### src/rtl/fix13_pkg.sv
// Shared types and constants for the fix13 inference datapath and its downstream classifier.
package fix13_pkg;

  localparam int DATA_WIDTH  = 13;
  localparam int NUM_CLASSES = 10;
  localparam int IDX_WIDTH   = 4;

  typedef logic signed [DATA_WIDTH-1:0] fix13_t;
  typedef logic [IDX_WIDTH-1:0]         idx_t;

  typedef enum logic [1:0] {
    IDLE,
    SCAN,
    REPORT
  } state_e;

  localparam fix13_t FIX13_MIN = {1'b1, {(DATA_WIDTH-1){1'b0}}};

  // One extra bit of headroom so max minus second can never wrap.
  function automatic logic [DATA_WIDTH:0] fix13_margin(input fix13_t hi, input fix13_t lo);
    return {hi[DATA_WIDTH-1], hi} - {lo[DATA_WIDTH-1], lo};
  endfunction

endpackage

### src/rtl/argmax_classifier_fix13_if.sv
// Bundle between the argmax classifier, the inference top's neuron-select port and the stats consumer.
interface argmax_classifier_fix13_if #(
  parameter int CNT_WIDTH = 16
) ();
  import fix13_pkg::*;

  logic                 dnn_done;
  idx_t                 label;
  logic                 clr_stats;
  idx_t                 out_idx;
  fix13_t               out_data;
  logic                 busy;
  logic                 result_valid;
  idx_t                 class_out;
  fix13_t               max_out;
  logic [DATA_WIDTH:0]  margin_out;
  logic                 correct;
  logic [CNT_WIDTH-1:0] correct_cnt;
  logic [CNT_WIDTH-1:0] total_cnt;

  modport master (
    input  dnn_done, label, clr_stats, out_data,
    output out_idx, busy, result_valid, class_out, max_out, margin_out,
           correct, correct_cnt, total_cnt
  );

  modport slave (
    output dnn_done, label, clr_stats, out_data,
    input  out_idx, busy, result_valid, class_out, max_out, margin_out,
           correct, correct_cnt, total_cnt
  );

endinterface

### src/rtl/top2_tracker.sv
// Running max / second-max / argmax register. Outputs include the sample presented this cycle,
// so the caller can capture the final result on the same edge as the last sample.
module top2_tracker
  import fix13_pkg::*;
(
  input  logic   clk,
  input  logic   rst,
  input  logic   load_i,
  input  logic   update_i,
  input  fix13_t data_i,
  input  idx_t   idx_i,
  output fix13_t max_o,
  output fix13_t second_o,
  output idx_t   arg_o
);

  fix13_t max_q, max_d;
  fix13_t second_q, second_d;
  idx_t   arg_q, arg_d;

  // Strict greater-than keeps the lowest index on ties, while an equal value still fills second.
  always_comb begin
    max_d    = max_q;
    second_d = second_q;
    arg_d    = arg_q;
    if (load_i) begin
      max_d    = data_i;
      second_d = FIX13_MIN;
      arg_d    = '0;
    end else if (update_i) begin
      if (data_i > max_q) begin
        second_d = max_q;
        max_d    = data_i;
        arg_d    = idx_i;
      end else if (data_i > second_q) begin
        second_d = data_i;
      end
    end
  end

  always_ff @(posedge clk or negedge rst) begin
    if (!rst) begin
      max_q    <= '0;
      second_q <= '0;
      arg_q    <= '0;
    end else begin
      max_q    <= max_d;
      second_q <= second_d;
      arg_q    <= arg_d;
    end
  end

  assign max_o    = max_d;
  assign second_o = second_d;
  assign arg_o    = arg_d;

endmodule

### src/rtl/argmax_classifier_fix13.sv
// Scans the inference top's output neurons after done, reports argmax/margin and keeps
// saturating correct/total statistics against a supplied label.
module argmax_classifier_fix13 #(
  parameter int CNT_WIDTH = 16
) (
  input logic                       clk,
  input logic                       rst,
  argmax_classifier_fix13_if.master bus
);
  import fix13_pkg::*;

  localparam idx_t LAST_IDX = idx_t'(NUM_CLASSES - 1);

  state_e state_q, state_d;
  idx_t   idx_q, idx_d;
  idx_t   label_q, label_d;
  logic   done_q;

  idx_t                class_q;
  fix13_t              max_q;
  logic [DATA_WIDTH:0] margin_q;
  logic                correct_q;
  logic [CNT_WIDTH-1:0] correct_cnt_q;
  logic [CNT_WIDTH-1:0] total_cnt_q;

  logic   start;
  logic   load;
  logic   update;
  logic   finish;
  logic   hit;
  fix13_t trk_max;
  fix13_t trk_second;
  idx_t   trk_arg;

  assign start = bus.dnn_done & ~done_q;
  assign hit   = (trk_arg == label_q);

  always_comb begin
    state_d = state_q;
    idx_d   = idx_q;
    label_d = label_q;
    load    = 1'b0;
    update  = 1'b0;
    finish  = 1'b0;
    case (state_q)
      IDLE: begin
        if (start) begin
          label_d = bus.label;
          idx_d   = '0;
          state_d = SCAN;
        end
      end
      SCAN: begin
        load   = (idx_q == '0);
        update = (idx_q != '0);
        if (idx_q == LAST_IDX) begin
          finish  = 1'b1;
          idx_d   = '0;
          state_d = REPORT;
        end else begin
          idx_d = idx_q + idx_t'(1);
        end
      end
      REPORT:  state_d = IDLE;
      default: state_d = IDLE;
    endcase
  end

  always_ff @(posedge clk or negedge rst) begin
    if (!rst) begin
      state_q <= IDLE;
      idx_q   <= '0;
      label_q <= '0;
      done_q  <= 1'b0;
    end else begin
      state_q <= state_d;
      idx_q   <= idx_d;
      label_q <= label_d;
      done_q  <= bus.dnn_done;
    end
  end

  top2_tracker u_tracker (
    .clk      (clk),
    .rst      (rst),
    .load_i   (load),
    .update_i (update),
    .data_i   (bus.out_data),
    .idx_i    (idx_q),
    .max_o    (trk_max),
    .second_o (trk_second),
    .arg_o    (trk_arg)
  );

  // Results are captured on the edge that enters REPORT so they line up with result_valid.
  always_ff @(posedge clk or negedge rst) begin
    if (!rst) begin
      class_q   <= '0;
      max_q     <= '0;
      margin_q  <= '0;
      correct_q <= 1'b0;
    end else if (finish) begin
      class_q   <= trk_arg;
      max_q     <= trk_max;
      margin_q  <= fix13_margin(trk_max, trk_second);
      correct_q <= hit;
    end
  end

  always_ff @(posedge clk or negedge rst) begin
    if (!rst) begin
      correct_cnt_q <= '0;
      total_cnt_q   <= '0;
    end else if (bus.clr_stats) begin
      correct_cnt_q <= '0;
      total_cnt_q   <= '0;
    end else if (finish) begin
      if (!(&total_cnt_q))
        total_cnt_q <= total_cnt_q + CNT_WIDTH'(1);
      if (hit && !(&correct_cnt_q))
        correct_cnt_q <= correct_cnt_q + CNT_WIDTH'(1);
    end
  end

  assign bus.out_idx      = (state_q == SCAN) ? idx_q : '0;
  assign bus.busy         = (state_q == SCAN);
  assign bus.result_valid = (state_q == REPORT);
  assign bus.class_out    = class_q;
  assign bus.max_out      = max_q;
  assign bus.margin_out   = margin_q;
  assign bus.correct      = correct_q;
  assign bus.correct_cnt  = correct_cnt_q;
  assign bus.total_cnt    = total_cnt_q;

endmodule

### src/flat_wrapper.sv
// flat-port wrapper written by rule: the top's interface ports become plain ports
module argmax_classifier_fix13_flat import fix13_pkg::*;
#(
  parameter int CNT_WIDTH = 16
)
  (clk, rst, bus_dnn_done, bus_label, bus_clr_stats, bus_out_data, bus_out_idx, bus_busy, bus_result_valid, bus_class_out, bus_max_out, bus_margin_out, bus_correct, bus_correct_cnt, bus_total_cnt);
  argmax_classifier_fix13_if #(.CNT_WIDTH(CNT_WIDTH)) bus_i ();
  input logic clk;
  input logic rst;
  input wire logic [$bits(bus_i.dnn_done)-1:0] bus_dnn_done;
  input wire logic [$bits(bus_i.label)-1:0] bus_label;
  input wire logic [$bits(bus_i.clr_stats)-1:0] bus_clr_stats;
  input wire logic [$bits(bus_i.out_data)-1:0] bus_out_data;
  output wire logic [$bits(bus_i.out_idx)-1:0] bus_out_idx;
  output wire logic [$bits(bus_i.busy)-1:0] bus_busy;
  output wire logic [$bits(bus_i.result_valid)-1:0] bus_result_valid;
  output wire logic [$bits(bus_i.class_out)-1:0] bus_class_out;
  output wire logic [$bits(bus_i.max_out)-1:0] bus_max_out;
  output wire logic [$bits(bus_i.margin_out)-1:0] bus_margin_out;
  output wire logic [$bits(bus_i.correct)-1:0] bus_correct;
  output wire logic [$bits(bus_i.correct_cnt)-1:0] bus_correct_cnt;
  output wire logic [$bits(bus_i.total_cnt)-1:0] bus_total_cnt;
  assign bus_i.dnn_done = bus_dnn_done;
  assign bus_i.label = bus_label;
  assign bus_i.clr_stats = bus_clr_stats;
  assign bus_i.out_data = bus_out_data;
  assign bus_out_idx = bus_i.out_idx;
  assign bus_busy = bus_i.busy;
  assign bus_result_valid = bus_i.result_valid;
  assign bus_class_out = bus_i.class_out;
  assign bus_max_out = bus_i.max_out;
  assign bus_margin_out = bus_i.margin_out;
  assign bus_correct = bus_i.correct;
  assign bus_correct_cnt = bus_i.correct_cnt;
  assign bus_total_cnt = bus_i.total_cnt;
  argmax_classifier_fix13 #(.CNT_WIDTH(CNT_WIDTH)) u_core (.clk(clk), .rst(rst), .bus(bus_i));
endmodule
### config.mk
export PLATFORM = sky130hd
export DESIGN_NAME = argmax_classifier_fix13_flat
export DESIGN_NICKNAME = d
export VERILOG_FILES = /design/src/rtl/fix13_pkg.sv /design/src/rtl/argmax_classifier_fix13_if.sv /design/src/rtl/top2_tracker.sv /design/src/rtl/argmax_classifier_fix13.sv /design/src/flat_wrapper.sv
export SDC_FILE = /design/constraint.sdc
export NUM_CORES = 1
export LEC_CHECK = 0
export CAP_MARGIN = 0
export CORE_ASPECT_RATIO = 0.7
export CORE_UTILIZATION = 25
export CTS_BUF_LIST = sky130_fd_sc_hd__clkbuf_2
export DETAILED_ROUTE_END_ITERATION = 10
export DONT_BUFFER_PORTS = 1
export GPL_ROUTABILITY_DRIVEN = 0
export PLACE_DENSITY_LB_ADDON = 0.3
export SYNTH_ARGS = -nofsm -noshare
export SYNTH_HDL_FRONTEND = slang
export SYNTH_HIERARCHICAL = 1
export SYNTH_SLANG_ARGS = --single-unit
export TNS_END_PERCENT = 100
### constraint.sdc
create_clock -name clk -period 4.4 [get_ports clk]
set_input_delay 1.1 -clock clk [delete_from_list [all_inputs] [get_ports clk]]
set_output_delay 1.1 -clock clk [all_outputs]
set_load 0.02 [all_outputs]
Word-level counts from Yosys, hierarchy flattened
Cells that the tools add are included.

Output and inout bits: 70. Input bits: 21. Flip-flop bits (word level): 105. Word-level logic and storage cells: 70.

Muxes and demuxes: 27. Reduce and logical (&&, ||, !) cells: 15. Add/subtract/negate cells: 4. Equality and inequality tests: 7. Order comparisons: 2. Bitwise gates (word level): 2.

Operator list (number): $mux W16 (6); $mux W13 (7); $add A16 B1 Y16 const B (2); $reduce_and A16 Y1 (2); $gt A13 B13 Y1 (2); $mux W4 (6); $sub A13 B13 Y14 (1); $reduce_and A2 Y1 (5); $pmux W4 S2 (1); $reduce_bool A2 Y1 (3); $add A4 B1 Y4 const B (1); $eq A4 B4 Y1 (1); $eq A4 B4 Y1 const B (1); $logic_not A4 Y1 (1); $mux W1 (4); $mux W2 (2); $ne A2 B1 Y1 const B (2); $pmux W2 S2 (1); $reduce_bool A4 Y1 (1); $eq A2 B1 Y1 const B (1); $eq A2 B2 Y1 const B (1); $logic_not A2 Y1 (1); $ne A2 B2 Y1 const B (1); $and A1 B1 Y1 (1); other kinds (3) (3).

Logic depth before layout (Yosys ltp)
Depth after elaboration: 9. Gate-level depth with buffers: 19. Mapped depth without buffers: 18.

By module
The synthesis kept the hierarchy.

By module, submodules not included: argmax_classifier_fix13 (cells each 469, times used 1, area an instance 4221.5 um^2, seq. area each 1876.8 um^2); top2_tracker (cells each 237, times used 1, area an instance 2278.4 um^2, seq. area each 750.7 um^2).

Worst setup path before layout
OpenSTA, ideal clock, no wires.

Path kind: in2reg. Start: input bus_out_data[6]. End: register u_core.margin_q[11], in the netlist u_core/bus.margin_out[11]. Slack: -0.081 ns. Data required time: 4.275 ns. Data arrival time: 4.356 ns. Stages on the path: 16. Buffers on the path: 1. Cells stage by stage: ha_1 -> a21o_1 -> a221o_1 -> a21oi_4 -> nand3b_1 -> o31ai_1 -> buf_4 -> o2bb2ai_1 -> a221o_1 -> inv_1 -> ha_1 -> nor2b_1 -> o2111ai_1 -> a211o_1 -> a21boi_0 -> mux2_2.

Word-level cells in the longest chain between the ends: 6. Elaborated cells on any way between the ends: 10.

RTL lines: start, declared (RTL line flat_wrapper.sv:13) `input wire logic [$bits(bus_i.out_data)-1:0] bus_out_data;`; $gt A13 B13 Y1 (RTL line top2_tracker.sv:35) `end else if (data_i > second_q) begin`; $mux W13 (RTL line top2_tracker.sv:35); $mux W13 * (RTL line top2_tracker.sv:31) `if (data_i > max_q) begin`; $mux W13 * (RTL line top2_tracker.sv:30) `end else if (update_i) begin`; $mux W13 * (RTL line top2_tracker.sv:26) `if (load_i) begin`; net u_core.trk_second[1] (RTL line argmax_classifier_fix13.sv:32) `fix13_t trk_second;`; $sub A13 B13 Y14 * (RTL line fix13_pkg.sv:21) `return {hi[DATA_WIDTH-1], hi} - {lo[DATA_WIDTH-1], lo};`; end signal, assigned (RTL line argmax_classifier_fix13.sv:105) `margin_q <= fix13_margin(trk_max, trk_second);`; end, declared (RTL line argmax_classifier_fix13.sv:21) `logic [DATA_WIDTH:0] margin_q;`.

The timed path passes the listed nets; every way through them passes the cells marked *. A chain may end at the register's enable or synchronous reset.

Final worst setup path
Start: register u_core.u_tracker.max_q[11]. End: register u_core.margin_q[11], in the netlist u_core/bus.margin_out[11].

Word-level cells in the longest chain between the ends: 5. Elaborated cells on any way between the ends: 8.

RTL lines: start, declared (RTL line top2_tracker.sv:17) `fix13_t max_q, max_d;`; start signal, assigned (RTL line top2_tracker.sv:47) `max_q <= max_d;`; $gt A13 B13 Y1 (RTL line top2_tracker.sv:31); $mux W13 (RTL line top2_tracker.sv:31); $mux W13 (RTL line top2_tracker.sv:30); $mux W13 (RTL line top2_tracker.sv:26); net u_core.trk_max[1] (RTL line argmax_classifier_fix13.sv:31) `fix13_t trk_max;`; $sub A13 B13 Y14 (RTL line fix13_pkg.sv:21).

The timed path passes the listed nets, and every way through them passes these cells.

==> impl_metrics.tcl <==
set metrics [dict create \
    outcome "finished clean" \
    crit_path_max_incr_delay_ps 430 \
    cell_count_after_synthesis 706 \
    worstSetupEndpointType "flop" \
    grt_util_all_layers_pct 14.5 \
    power.clock.fraction_pct 8.2 \
    nNetsFinal 834 \
    clock.fmax_mhz 250 \
    yosys.area.top_type "sky130_fd_sc_hd__dfrtp_1" \
    crit_buf_inv 2 \
    fp.coreArea_um2 25100 \
    max_slew.worst_pin.slew_ps 1190 \
    clock_latency_ps 670 \
    power.sequential.fraction_pct 24.4 \
    placementRows 48 \
    post_drt_via_cell_ratio 4.90 \
    timing_worst_setup_path_type "flop to flop" \
    ys_dominant_reg_cell "sky130_fd_sc_hd__dfrtp_1" \
    vias 5385 \
    yosys.area.top_type_share_pct 40.4 \
    synth_most_common_cell "sky130_fd_sc_hd__dfrtp_1" \
    min_period_ps 4010 \
    worstSetupStartpoint "u_core/u_tracker/max_q[11]" \
    numClockSinks 105 \
    grt_antenna_before_repair 0 \
    power.density_cell_area_nw_per_um2 940 \
    worstPathCellList "inv_1 -> ha_1 -> nand2_1 -> nor3_1 -> buf_4 -> a21bo_2 -> a31oi_4 -> o21ai_4 -> and2b_4 -> mux2_2 -> ha_1 -> nor2b_1 -> o2111ai_1 -> a211o_1 -> a21boi_1 -> mux2_2" \
    cts_htree_levels 3 \
    drt_wl_total_mm 18.7 \
    area_delta_synth_final_pct 16.1 \
    synth_cell_types 70 \
    fin_area_um2 7540 \
    cts_buffers 9 \
    multi_input_comb_area_um2 3540 \
    placement.cell_area_um2 7340 \
    initial_util_pct 25.9 \
    ys.warnings.count 6 \
    power.switching_fraction_pct 46.7 \
    setup.worst_path.start_class "flop" \
    power.static_leakage_nw 3.47 \
    wire_length_of_the_first_global_routing_pass_mm 29.8 \
    boundaryPins 91 \
    drc 0 \
    internal_power_mw 3.78 \
    finalSetupViolations 0 \
    cp_slowest_cell "sky130_fd_sc_hd__dfrtp_1" \
    r2r_slack_ps 390 \
    post_synth_edffs 0 \
    comb_power_share_pct 67.3 \
    ff2ff_path_depth 16 \
    clock-root-buffer "sky130_fd_sc_hd__clkbuf_2" \
    drive_gt1_share_pct 17.1 \
    critical_path.reg2reg.endpoint "u_core/bus.margin_out[11]" \
    final_antenna_net_count 0 \
    avg_wl_per_cell_um 17.0 \
    yosys-top-cells-count "sky130_fd_sc_hd__dfrtp_1, sky130_fd_sc_hd__nand2_1, sky130_fd_sc_hd__nor2_1, sky130_fd_sc_hd__inv_1, sky130_fd_sc_hd__ha_1" \
    report.final.slew_viol_count 0 \
    grt_start_max_net_pins 93 \
    crit_family "compound AO/OA/AOI/OAI gates" \
    cts_tree "done" \
    first_iter_violations 214 \
    critical_path_depth 16 \
    floorplan.die.width_um 195 \
    die_area_um2 26700 \
    synth-async-reset-ratio_pct 100 \
    timing.max_slew.rel_slack_pct 19.2 \
    total_switching_power_mw 3.31 \
    post-route-util_pct 30.0 \
    clock_skew_ps 56.1 \
    antenna_diode_count 0 \
    syn_avg_cell_area_um2 9.21 \
    cts-root-to-sink-buffers 2 \
    unrepaired_setup_endpoints_after_global_routing "false" \
    crit_path_max_fanout 6 \
    dpl.hpwl_mm 14.0 \
    cap_violations 0 \
    grt_pass1_vias 5157 \
    gr-total-overflow 0 \
    cts.reportedPaths.clkPinSlew_ps 350 \
    synth-seq-cells 105 \
    drt_first_pass_iters 4 \
    ys_seq_area_share_pct 40.4 \
    post_synthesis_instance_area_um2 6500 \
    die_height_um 137 \
    area_of_all_sequential_standard_cells_um2 2630 \
    finalHoldViolations 0 \
    postSynthNetCount 772 \
    final.fill_count 2667 \
    post_cts.repair.setup_buffers 0 \
    crit_required_ps 5020 \
    port-buffer-count 0 \
    worst_r2r_startpoint "u_core/u_tracker/max_q[11]" \
    final.period_utilization_pct 91.1 \
    min_path_type "input port to asynchronous set/reset pin" \
    vdd.ir_drop.worst_uv 428 \
    synthTopCellsByArea "sky130_fd_sc_hd__dfrtp_1, sky130_fd_sc_hd__ha_1, sky130_fd_sc_hd__nand2_1, sky130_fd_sc_hd__nor2_1, sky130_fd_sc_hd__inv_1" \
    arrival_ps 4630 \
]
## cells in the final DEF (no fill, tap or decap), types with 3 or more instances in the layout
cell                        instances
sky130_fd_sc_hd__mux2_4             8
sky130_fd_sc_hd__xor2_1            13
sky130_fd_sc_hd__a21oi_1           42
sky130_fd_sc_hd__o21ai_0           26
sky130_fd_sc_hd__or3_1              3
sky130_fd_sc_hd__o311ai_0           3
sky130_fd_sc_hd__a21o_1            13
sky130_fd_sc_hd__a31o_2             4
sky130_fd_sc_hd__and3b_1            3
sky130_fd_sc_hd__mux2_2            12
sky130_fd_sc_hd__nand3_1           26
sky130_fd_sc_hd__and2_1             4
sky130_fd_sc_hd__nor4_1             8
sky130_fd_sc_hd__nand3b_1           3
sky130_fd_sc_hd__inv_1             59
sky130_fd_sc_hd__xnor2_1           11
sky130_fd_sc_hd__nand2_1           89
sky130_fd_sc_hd__clkbuf_2           9
sky130_fd_sc_hd__nand2b_1           4
sky130_fd_sc_hd__nor3_1             5
sky130_fd_sc_hd__a211oi_1           4
sky130_fd_sc_hd__nor2b_1            9
sky130_fd_sc_hd__a211o_1            3
sky130_fd_sc_hd__o211ai_1           6
sky130_fd_sc_hd__buf_4             74
sky130_fd_sc_hd__o31ai_1           10
sky130_fd_sc_hd__nor2_1            67
sky130_fd_sc_hd__nand4_1           10
sky130_fd_sc_hd__ha_1              44
sky130_fd_sc_hd__and3_1             9
sky130_fd_sc_hd__o2bb2ai_1         11
sky130_fd_sc_hd__mux2i_1           11
sky130_fd_sc_hd__or4_1              6
sky130_fd_sc_hd__a221o_1           12
sky130_fd_sc_hd__dfrtp_1          105
## logic make-up (layout without fill, tap and decap cells)
logic type	Yosys count	count (layout)	share of synthesized area, %
mux	32	32	5.79
simple gates	263	263	19.8
compound gates	153	153	16.5
xor+xnor	24	24	3.23
fa+ha+maj	45	45	8.78
flops	105	105	40.4
buf+inv	84	151	5.39
## timing repair
action | CTS | global route
hold buffers | 2 | 0
gates resized for setup | 0 | 1
hold endpoints to repair | 92 | 0
endpoints found under the setup margin | 0 | 1
## power by group through the flow
| stage | Sequential, mW | Combinational (mW) | Clock (mW) |
|---|---|---|---|
| final | 1.73 | 4.78 | 0.584 |
| after global placement | 1.76 | 4.70 | 0 |
| after detailed placement | 1.76 | 4.73 | 0 |
| after global routing | 1.78 | 5.33 | 0.659 |
| after floorplan | 1.65 | 3.01 | 0 |
| after CTS | 1.74 | 4.78 | 0.623 |
## cell type report
cell class,instances,share of cell area (%)
clock buffer,9,0.597
clock inverter,7,1.49
inverter,59,2.94
multi-input combinational,517,46.9
sequential,105,34.8
tap,325,5.39
timing repair buffer,76,7.86
## metal layers
metal	track usage, %	vias up	part of all wire [%]
li1	-	2625	-
met1	22.3	2635	54
met2	19.2	116	39
met3	4.68	9	6.1
met4	2.82	0	0.82
met5	0	-	0
## flip-flops by register name, summed over array words and instances, names as in the netlist
signal	count
u_core/u_tracker/arg_q	4
u_core/u_tracker/max_q	13
u_core/u_tracker/second_q	13
u_core/label_q	4
u_core/bus.class_out	4
u_core/bus.max_out	13
u_core/bus.margin_out	14
u_core/done_q	1
u_core/state_q	2
u_core/idx_q	4
u_core/bus.total_cnt	16
u_core/bus.correct	1
u_core/bus.correct_cnt	16
## worst max path at each step
stage	slack, ps	to
2_1_floorplan	-20	u_core/bus.margin_out[11]
3_3_place_gp	-210	u_core/bus.margin_out[10]
3_5_place_dp	-280	u_core/bus.margin_out[11]
4_1_cts	400	u_core/bus.margin_out[10]
5_1_grt	90	u_core/bus.margin_out[9]
6_report	390	u_core/bus.margin_out[11]
## worst register-to-register path, cell delays in order (launching register included)
cell	delay [ps]
sky130_fd_sc_hd__dfrtp_1	430
sky130_fd_sc_hd__inv_1	60
sky130_fd_sc_hd__ha_1	290
sky130_fd_sc_hd__nand2_1	90
sky130_fd_sc_hd__nor3_1	320
sky130_fd_sc_hd__buf_4	170
sky130_fd_sc_hd__a21bo_2	130
sky130_fd_sc_hd__a31oi_4	50
sky130_fd_sc_hd__o21ai_4	180
sky130_fd_sc_hd__and2b_4	230
sky130_fd_sc_hd__mux2_2	390
sky130_fd_sc_hd__ha_1	280
sky130_fd_sc_hd__nor2b_1	180
sky130_fd_sc_hd__o2111ai_1	170
sky130_fd_sc_hd__a211o_1	370
sky130_fd_sc_hd__a21boi_1	230
sky130_fd_sc_hd__mux2_2	370
## metrics by stage
stage | cells | power (mW) | hold slack (ps) | setup TNS, ps | setup WS (ps)
after floorplan | 706 | 4.66 | 501 | -17.5 | -17.5
after global placement | 1080 | 6.47 | 520 | -1070 | -209
after detailed placement | 1080 | 6.49 | 527 | -1320 | -283
after CTS | 1098 | 7.15 | 210 | 0 | 396
after global routing | 1098 | 7.77 | 168 | 0 | 90.9
final | 1098 | 7.09 | 283 | 0 | 394
Power figures use the tool's default switching activity.
